## config.mk

```make
export PLATFORM = sky130hd
export DESIGN_NAME = wdt_controller
export DESIGN_NICKNAME = d
export VERILOG_FILES = /design/src/rtl/wdt_controller.sv
export SDC_FILE = /design/constraint.sdc
export NUM_CORES = 1
export LEC_CHECK = 0
export ABC_AREA = 1
export BUFFER_PORTS_ARGS = -buffer_cell sky130_fd_sc_hd__buf_2
export CORE_MARGIN = 2
export CORE_UTILIZATION = 30
export DETAILED_ROUTE_END_ITERATION = 12
export PLACE_DENSITY = 0.57
export SLEW_MARGIN = 30
export SYNTH_ARGS = -nofsm -noshare
export SYNTH_HDL_FRONTEND = slang
export SYNTH_SLANG_ARGS = --single-unit
```

## constraint.sdc

```tcl
create_clock -name CLK -period 3.85 [get_ports CLK]
set_input_delay 0.385 -clock CLK [delete_from_list [all_inputs] [get_ports CLK]]
set_output_delay 0.385 -clock CLK [all_outputs]
set_load 0.02 [all_outputs]
```

## src/rtl/wdt_controller.sv

```systemverilog
// -----------------------------------------------------------------------------
// wdt_controller
//
// Window-watchdog sequencer for the safety-reset path. It supervises software
// kicks against a latched timeout and an "earliest legal kick" window. On a
// violation it raises WDFAIL towards the reset-pulse downcounter and waits for
// the downcounter's RSTOUT pulse. After RSTOUT has been low for HOLDOFF
// consecutive cycles it re-arms with freshly sampled config, or returns to IDLE
// when EN is low.
//
// Parameters
//   CW       width of the TIMEOUT / WIN_OPEN / RST_LMT fields and tick counter
//   HOLDOFF  consecutive RSTOUT_IN-low cycles required before re-arming
//   ACK_TMO  maximum cycles spent in FAIL waiting for RSTOUT_IN to rise
//
// Ports
//   CLK         system clock, rising edge
//   RST         synchronous active-high reset, dominates all other inputs
//   EN          watchdog enable (level)
//   KICK        single-cycle service strobe
//   TIMEOUT     kick deadline in cycles, sampled on arm
//   WIN_OPEN    earliest legal kick tick, sampled on arm (0 = no window)
//   RST_LMT_IN  reset pulse length request, sampled on arm
//   RSTOUT_IN   RSTOUT feedback from the downcounter
//   WDFAIL      fail request to the downcounter
//   RST_LMT     latched pulse length to the downcounter
//   STATE       00 IDLE, 01 ARMED, 10 FAIL, 11 HOLDOFF
//   FAIL_CAUSE  00 none, 01 timeout, 10 early kick, 11 no ack
//   FAIL_CNT    saturating count of FAIL entries
//   CFG_ERR     sticky flag: last arm attempt was refused for bad config
// -----------------------------------------------------------------------------
module wdt_controller #(
    parameter int CW      = 16,
    parameter int HOLDOFF = 4,
    parameter int ACK_TMO = 1024
) (
    input  logic          CLK,
    input  logic          RST,
    input  logic          EN,
    input  logic          KICK,
    input  logic [CW-1:0] TIMEOUT,
    input  logic [CW-1:0] WIN_OPEN,
    input  logic [CW-1:0] RST_LMT_IN,
    input  logic          RSTOUT_IN,
    output logic          WDFAIL,
    output logic [CW-1:0] RST_LMT,
    output logic [1:0]    STATE,
    output logic [1:0]    FAIL_CAUSE,
    output logic [7:0]    FAIL_CNT,
    output logic          CFG_ERR
);

    localparam int HW = (HOLDOFF > 1) ? $clog2(HOLDOFF) : 1;
    localparam int AW = (ACK_TMO > 1) ? $clog2(ACK_TMO) : 1;

    localparam logic [HW-1:0] HOLD_LAST = HW'(HOLDOFF - 1);
    localparam logic [AW-1:0] ACK_LAST  = AW'(ACK_TMO - 1);

    typedef enum logic [1:0] {
        S_IDLE  = 2'b00,
        S_ARMED = 2'b01,
        S_FAIL  = 2'b10,
        S_HOLD  = 2'b11
    } state_t;

    localparam logic [1:0] CAUSE_TIMEOUT = 2'b01;
    localparam logic [1:0] CAUSE_EARLY   = 2'b10;
    localparam logic [1:0] CAUSE_NOACK   = 2'b11;

    state_t        state;
    logic [CW-1:0] tick;
    logic [CW-1:0] to_lat;
    logic [CW-1:0] win_lat;
    logic [HW-1:0] hold_cnt;
    logic [AW-1:0] ack_cnt;

    logic cfg_ok;
    logic hold_done;
    logic arm_try;

    function automatic logic [7:0] sat_inc8(input logic [7:0] v);
        return (v == 8'hFF) ? v : v + 8'd1;
    endfunction

    // A zero timeout could never be serviced, and a window opening at or
    // after the deadline leaves no legal kick slot.
    assign cfg_ok    = (TIMEOUT != '0) && (WIN_OPEN < TIMEOUT);
    assign hold_done = (state == S_HOLD) && !RSTOUT_IN && (hold_cnt == HOLD_LAST);
    assign arm_try   = EN && ((state == S_IDLE) || hold_done);

    assign STATE = state;

    always_ff @(posedge CLK) begin
        if (RST) begin
            state      <= S_IDLE;
            WDFAIL     <= 1'b0;
            RST_LMT    <= '0;
            FAIL_CAUSE <= 2'b00;
            FAIL_CNT   <= 8'd0;
            CFG_ERR    <= 1'b0;
            tick       <= '0;
            hold_cnt   <= '0;
            ack_cnt    <= '0;
        end else begin
            case (state)
                S_IDLE: begin
                    tick <= '0;
                end

                S_ARMED: begin
                    if (!EN) begin
                        state <= S_IDLE;
                        tick  <= '0;
                    end else if (KICK && (tick < win_lat)) begin
                        state      <= S_FAIL;
                        WDFAIL     <= 1'b1;
                        FAIL_CAUSE <= CAUSE_EARLY;
                        FAIL_CNT   <= sat_inc8(FAIL_CNT);
                        ack_cnt    <= '0;
                        tick       <= '0;
                    end else if (KICK) begin
                        tick <= '0;
                    end else if (tick == (to_lat - CW'(1))) begin
                        state      <= S_FAIL;
                        WDFAIL     <= 1'b1;
                        FAIL_CAUSE <= CAUSE_TIMEOUT;
                        FAIL_CNT   <= sat_inc8(FAIL_CNT);
                        ack_cnt    <= '0;
                        tick       <= '0;
                    end else begin
                        tick <= tick + CW'(1);
                    end
                end

                // EN is deliberately not looked at here: once raised, a fail
                // always runs to completion.
                S_FAIL: begin
                    if (RSTOUT_IN) begin
                        WDFAIL   <= 1'b0;
                        state    <= S_HOLD;
                        hold_cnt <= '0;
                    end else if (ack_cnt == ACK_LAST) begin
                        WDFAIL     <= 1'b0;
                        FAIL_CAUSE <= CAUSE_NOACK;
                        state      <= S_HOLD;
                        hold_cnt   <= '0;
                    end else begin
                        ack_cnt <= ack_cnt + AW'(1);
                    end
                end

                S_HOLD: begin
                    if (RSTOUT_IN) begin
                        hold_cnt <= '0;
                    end else if (hold_cnt == HOLD_LAST) begin
                        hold_cnt <= '0;
                        if (!EN) begin
                            state <= S_IDLE;
                        end
                    end else begin
                        hold_cnt <= hold_cnt + HW'(1);
                    end
                end

                default: begin
                    state  <= S_IDLE;
                    WDFAIL <= 1'b0;
                end
            endcase

            // Arming is shared by IDLE and the end of HOLDOFF; it overrides
            // the state update made above for those cases.
            if (arm_try) begin
                if (cfg_ok) begin
                    to_lat  <= TIMEOUT;
                    win_lat <= WIN_OPEN;
                    RST_LMT <= RST_LMT_IN;
                    CFG_ERR <= 1'b0;
                    tick    <= '0;
                    state   <= S_ARMED;
                end else begin
                    CFG_ERR <= 1'b1;
                    state   <= S_IDLE;
                end
            end
        end
    end

endmodule

```

; Word level (Yosys, flattened, before mapping)
; Index checks and enable logic that the tools add are counted.
[word_totals]
ff_bits = 90
latch_bits = 0
ram_bits = 0
mem_bits_ro = 0
input_bits = 53
output_inout_bits = 30
n_memories = 0
[classes]
n_addsub = 5
mul = 0
div_mod_pow = 0
magnitude_cmp = 2
n_eq_ne = 21
n_shift = 0
mux = 49
n_bitwise = 1
reduce_logical = 21
[op_table]
columns = cell, n
row1 = 16-bit 2-to-1 mux, 6
row2 = 10-bit 2-to-1 mux, 6
row3 = 2-bit 2-to-1 mux, 19
row4 = 16-bit less-than comparator, 2
row5 = 8-bit 2-to-1 mux, 4
row6 = 16-bit case mux with 2 select lines, 1
row7 = 10-bit case mux with 2 select lines, 1
row8 = 16-bit by 1-bit adder with 16-bit output (second input constant), 1
row9 = 16-bit equality test, 1
row10 = 16-bit nonzero test, 1
row11 = 16-bit by 1-bit subtractor with 16-bit output (second input constant), 1
row12 = 3-bit inequality test (second input constant), 5
row13 = 6-bit AND reduction, 2
row14 = 10-bit by 1-bit adder with 10-bit output (second input constant), 1
row15 = 10-bit equality test (second input constant), 1
row16 = 5-bit inequality test (second input constant), 2
row17 = 8-bit by 1-bit adder with 8-bit output (second input constant), 1
row18 = 8-bit equality test (second input constant), 1
row19 = 1-bit 2-to-1 mux, 8
row20 = 2-bit inequality test (second input constant), 4
row21 = 2-bit case mux with 2 select lines, 2
row22 = 7-bit AND reduction, 1
row23 = 2-bit equality test (second input constant), 3
row24 = 2-bit case mux with 3 select lines, 1
row25 = other kinds (17), 24

; Logic depth before layout (Yosys ltp)
[logic_depth]
ltp_word = 9
mapped_depth = 18
depth_no_buf = 18

; Worst setup path after synthesis
; No wires, ideal clock.
[synth_timing]
path_kind = register to register
start = register state[1] (netlist: STATE[1])
end = register to_lat[0], enable pin
arrival_ns = 2.125
required_ns = 3.473
setup_slack_ns = 1.348
stages_incl_launch_ff = 10
n_path_buf = 1
path_cell_list = dfxtp_1 > ha_1 > nand3_1 > nand2_1 > nand2_1 > inv_1 > nand4_1 > or2_2 > clkinv_1 > buf_2
[synth_via]
elab_chain_len = 6
elab_cells_between_ends = 7
classes_between = eq/ne (1) / reduce/logical (6)
[synth_rtl]
columns = item, line_no
row1 = "start, declared", 70  ; state_t state;
row2 = "start signal, assigned", 95  ; state <= S_IDLE;
row3 = "start signal, assigned", 112  ; state <= S_IDLE;
row4 = "start signal, assigned", 115  ; state <= S_FAIL;
row5 = 2-bit equality test, 88  ; assign hold_done = (state == S_HOLD) && !RSTOUT_IN && (hold_cnt == HOLD_LAST);
row6 = 1-bit logical AND (2 in series), 88
row7 = 1-bit logical OR (*), 89  ; assign arm_try = EN && ((state == S_IDLE) || hold_done);
row8 = 1-bit logical AND (*), 89
row9 = 3-bit AND reduction (no line) (*), -
row10 = "end signal, assigned", 175  ; to_lat <= TIMEOUT;
row11 = "end, declared", 72  ; logic [CW-1:0] to_lat;
; Every way passes the cells marked *; elsewhere a longest branch is shown, timed or not.
; A chain may end at the register's enable or synchronous reset.

; Final worst setup path
[layout_timing]
start = register tick[5]
end = register ack_cnt[1]
[layout_via]
elab_chain_len = 5
elab_cells_between_ends = 9
classes_between = order compare (1) / eq/ne (3) / mux (3) / reduce/logical (2)
[layout_rtl]
columns = item, line_no
row1 = "start, declared", 71  ; logic [CW-1:0] tick;
row2 = "start signal, assigned", 131  ; tick <= tick + CW'(1);
row3 = 16-bit less-than comparator, 114  ; end else if (KICK && (tick < win_lat)) begin
row4 = 1-bit logical AND, 114
row5 = 10-bit 2-to-1 mux, 114
row6 = 10-bit 2-to-1 mux, 111  ; if (!EN) begin
row7 = 10-bit case mux with 2 select lines, 105  ; case (state)
row8 = "end signal, assigned", 148  ; ack_cnt <= ack_cnt + AW'(1);
row9 = "end, declared", 75  ; logic [AW-1:0] ack_cnt;
; Several ways; a longest one is shown, not always the timed one. The select of a mux whose other input is x is not followed.

==> metrics.md <==
| Metric | Value |
|---|---|
| Outcome | finished clean |
| Post-synth top cells | 129 x nand2_1, 104 x inv_1, 71 x nor2_1 |
| Resized Gates After CTS | 0 |
| FF+latch count, synth | 90 |
| First-pass GRT wire length | 20.77 mm |
| Worst Path Required | 4.08 ns |
| Unique cell type count in the Yosys netlist | about 40 |
| Async set-or-reset flop fraction in the synthesized netlist | 0% |
| Pwr/cell area | 401.9 nW/um2 |
| CTS clock-pin slew for the worst setup and hold paths | 0.06 ns |
| Layout area overhead | 18.26% |
| DR vias/cell | approximately 4.5 |
| Fillers | 1,846 |
| Max Fclk | 380.4 MHz |
| Multi-input logic area | 2829 um2 |
| Synth Net Count | 779 |
| CTS H-Tree Depth | 3 |
| Post-Synth Simple-Gate Area | 26.92% |
| Die area | 19,150 um2 |
| Final hold vios | 0 |
| Final Skew | 0.003706 ns |
| Register area | 2122 um2 |
| Max Root-Sink Buffers | 2 |
| CP Data Arrival Time | 2.86 ns |
| Clock Latency Late Sink | 0.35 ns |
| Largest family of logic cells by synthesized area | simple AND/OR/NAND/NOR gates |
| GP Congestion | 0.8162 |
| Gr ovfl total | 0 |
| Post-DRT Antenna Nets | 0 |
| Antenna cells | 0 |
| Critical path type | reg -> reg |
| Die extent in x | 138.4 um |
| Post-synth EDFFs | 32 |
| Std cell rows | 49 |
| Mean Syn Cell Area | roughly 7.9 um2 |
| Initial Util | 30.37% |
| Worst Setup Start Kind | flop |
| Drt first-iter violations | 205 |
| Setup Buffers After CTS | 0 |
| Seq/Total Area, Yosys | 39.16% |
| Wire length per cell | between 10 and 15 um |
| Vias in the first global route | approximately 4,400 |
| Layout Cells excl Fill | 1,007 |
| RSZ-0062 raised after global routing | false |
| CTS tree | built |
| CP Capture Type | flop |
| Port bufs | 82 |
| Setup violators final | 0 |
| Ranking of synthesized cells by area | dfxtp_1 21%, edfxtp_1 18%, ha_1 9.0% |
| Overall routing resource usage | 13.13% |
| CTS Sinks | 90 |
| Setup TNS | 0 ns |
| Core area | around 18,000 um2 |
| Maximum vdd drop | 0.2086 mV |
| Crit Path Max Fanout | 11 |
| Max-cap violations | 0 |
| Area share of the largest cell type after synthesis | between 20 and 25% |
| Max-slew headroom | 61.70% |
| Residual DRC | 0 |
| Largest net degree at the start of global routing | 43 |
| CTS Buf Count | 9 |
| # IOs | slightly above 80 |
| Syn Inst Count | roughly 700 |
| Compound-Gate Fraction of Synth Area | approximately 10% |
| Dpl ws | 1.117 ns |
| Post-Synth XOR/XNOR Area | roughly 6.1% |
| Hold Crit Class | in -> reg |
| Most used flip-flop cell after synthesis | dfxtp_1 |
| Slew Viols, Final | 0 |
| Total wire length | about 12 mm |
| Top-count cell post-synth | nand2_1 |
| DPL Wire Length | between 9 and 10 mm |
| Mux share of post-synthesis cell area | 0% |
| Placed cells | 991 |
| Leakage | 0.002900 uW |
| Total number of vias | about 4,500 |
| Synth Warn # | 0 |
| PnR worst setup slack | 1.221 ns |
| CTS Root Cell | clkbuf_16 |
| Cell Area, Synth | 5419 um2 |
| Initial antenna violation count | 0 |
| Synthesized-area fraction occupied by adder cells | 9.005% |
| Dominant cell type by area after synthesis | dfxtp_1 |
| Share of cells above drive strength 1 | 16.71% |
| Minimum clock period | between 2 and 3 ns |
| Final period util | 68.28% |
| Die height | 138.4 um |
| Hold buffers post-CTS | 0 |
| DR pass1 iterations | 4 |
| Final #Nets | 865 |
| Slew @ Worst Pin | 0.5692 ns |
worst paths after layout:
check	startpoint	to	slack, ns	cells after the start
min	WIN_OPEN[7]	win_lat[7]$_DFFE_PP_	0.23	1
max	tick[5]$_SDFF_PP0_	ack_cnt[1]$_SDFFE_PP0P_	1.22	13
min reg2reg	WDFAIL$_SDFFE_PP0P_	WDFAIL$_SDFFE_PP0P_	0.46	2
max reg2reg	tick[5]$_SDFF_PP0_	ack_cnt[1]$_SDFFE_PP0P_	1.22	13
per-layer routing:
metal | up-vias | GRT usage (%) | wire length, um
li1 | 2445 | - | -
met5 | - | 0 | 0
met4 | 0 | 5.639 | 220
met1 | 2001 | 16.80 | 5979
met3 | 14 | 2.459 | 397
met2 | 71 | 21.70 | 5583
critical path: stages, from the launching register on:
cell,delay (ns)
dfxtp_1,0.47
ha_1,0.30
a21oi_1,0.14
nor2_1,0.05
nor3_1,0.13
nand2_1,0.11
nand2_1,0.09
nand2_1,0.07
nand3_1,0.11
nand2_1,0.09
nor2_2,0.36
nand3_2,0.33
o21ai_2,0.20
nor2_1,0.05
final cells by class:
class,count,share of cell area [%]
Clock buffer,11,3.944
Clock inverter,5,0.9176
Inverter,109,6.462
Multi-Input combinational cell,478,44.14
Sequential cell,90,33.11
Tap cell,229,4.471
Timing Repair Buffer,85,6.950
kinds of logic after synthesis:
logic type | count (synthesis)
compound gates | 92
xor+xnor | 38
fa+ha+maj | 39
buf+inv | 119
flops | 90
simple gates | 309
layout by cell type (no fill, tap or decap), types with 3 or more instances in the layout:
cell         n
nor2_2       6
nand3_1     31
dfxtp_1     58
nor4_1       5
clkbuf_16    9
a22o_1      16
a21oi_1     43
buf_2       82
inv_1      104
xnor2_1     12
nand3b_1    10
o21ai_0     17
nor3_1      14
clkinv_1     3
nand4_1     21
ha_1        39
nor2_1      71
nand2_4      4
or2_2        3
edfxtp_1    32
xor2_1      26
nand2_1    129
o22ai_1      7
nand2_2      5
stage by stage:
stage / hold slack, ns / util (%) / instance area (um2) / power, uW
after detailed placement: 0.4526 / 34.17 / 6097 / 1671
final: 0.2274 / 35.92 / 6409 / 2575
after global placement: 0.4528 / 34.17 / 6097 / 1673
after global routing: 0.2225 / 35.92 / 6409 / 2708
after CTS: 0.2212 / 35.92 / 6409 / 2599
after floorplan: 0.4491 / - / 5419 / 1504
sequential cells by signal (all words and copies together), names as in the netlist:
register    cells
RST_LMT        16
CFG_ERR         1
hold_cnt        2
STATE           2
WDFAIL          1
FAIL_CAUSE      2
to_lat         16
tick           16
FAIL_CNT        8
ack_cnt        10
win_lat        16
power by group:
part | total, uW | internal (uW) | switching (uW)
registers | 1110 | 1060 | 49.3
clock network | 930 | 543 | 388
logic | 536 | 183 | 353
total | 2580 | 1790 | 790
Power figures use the tool's default switching activity.
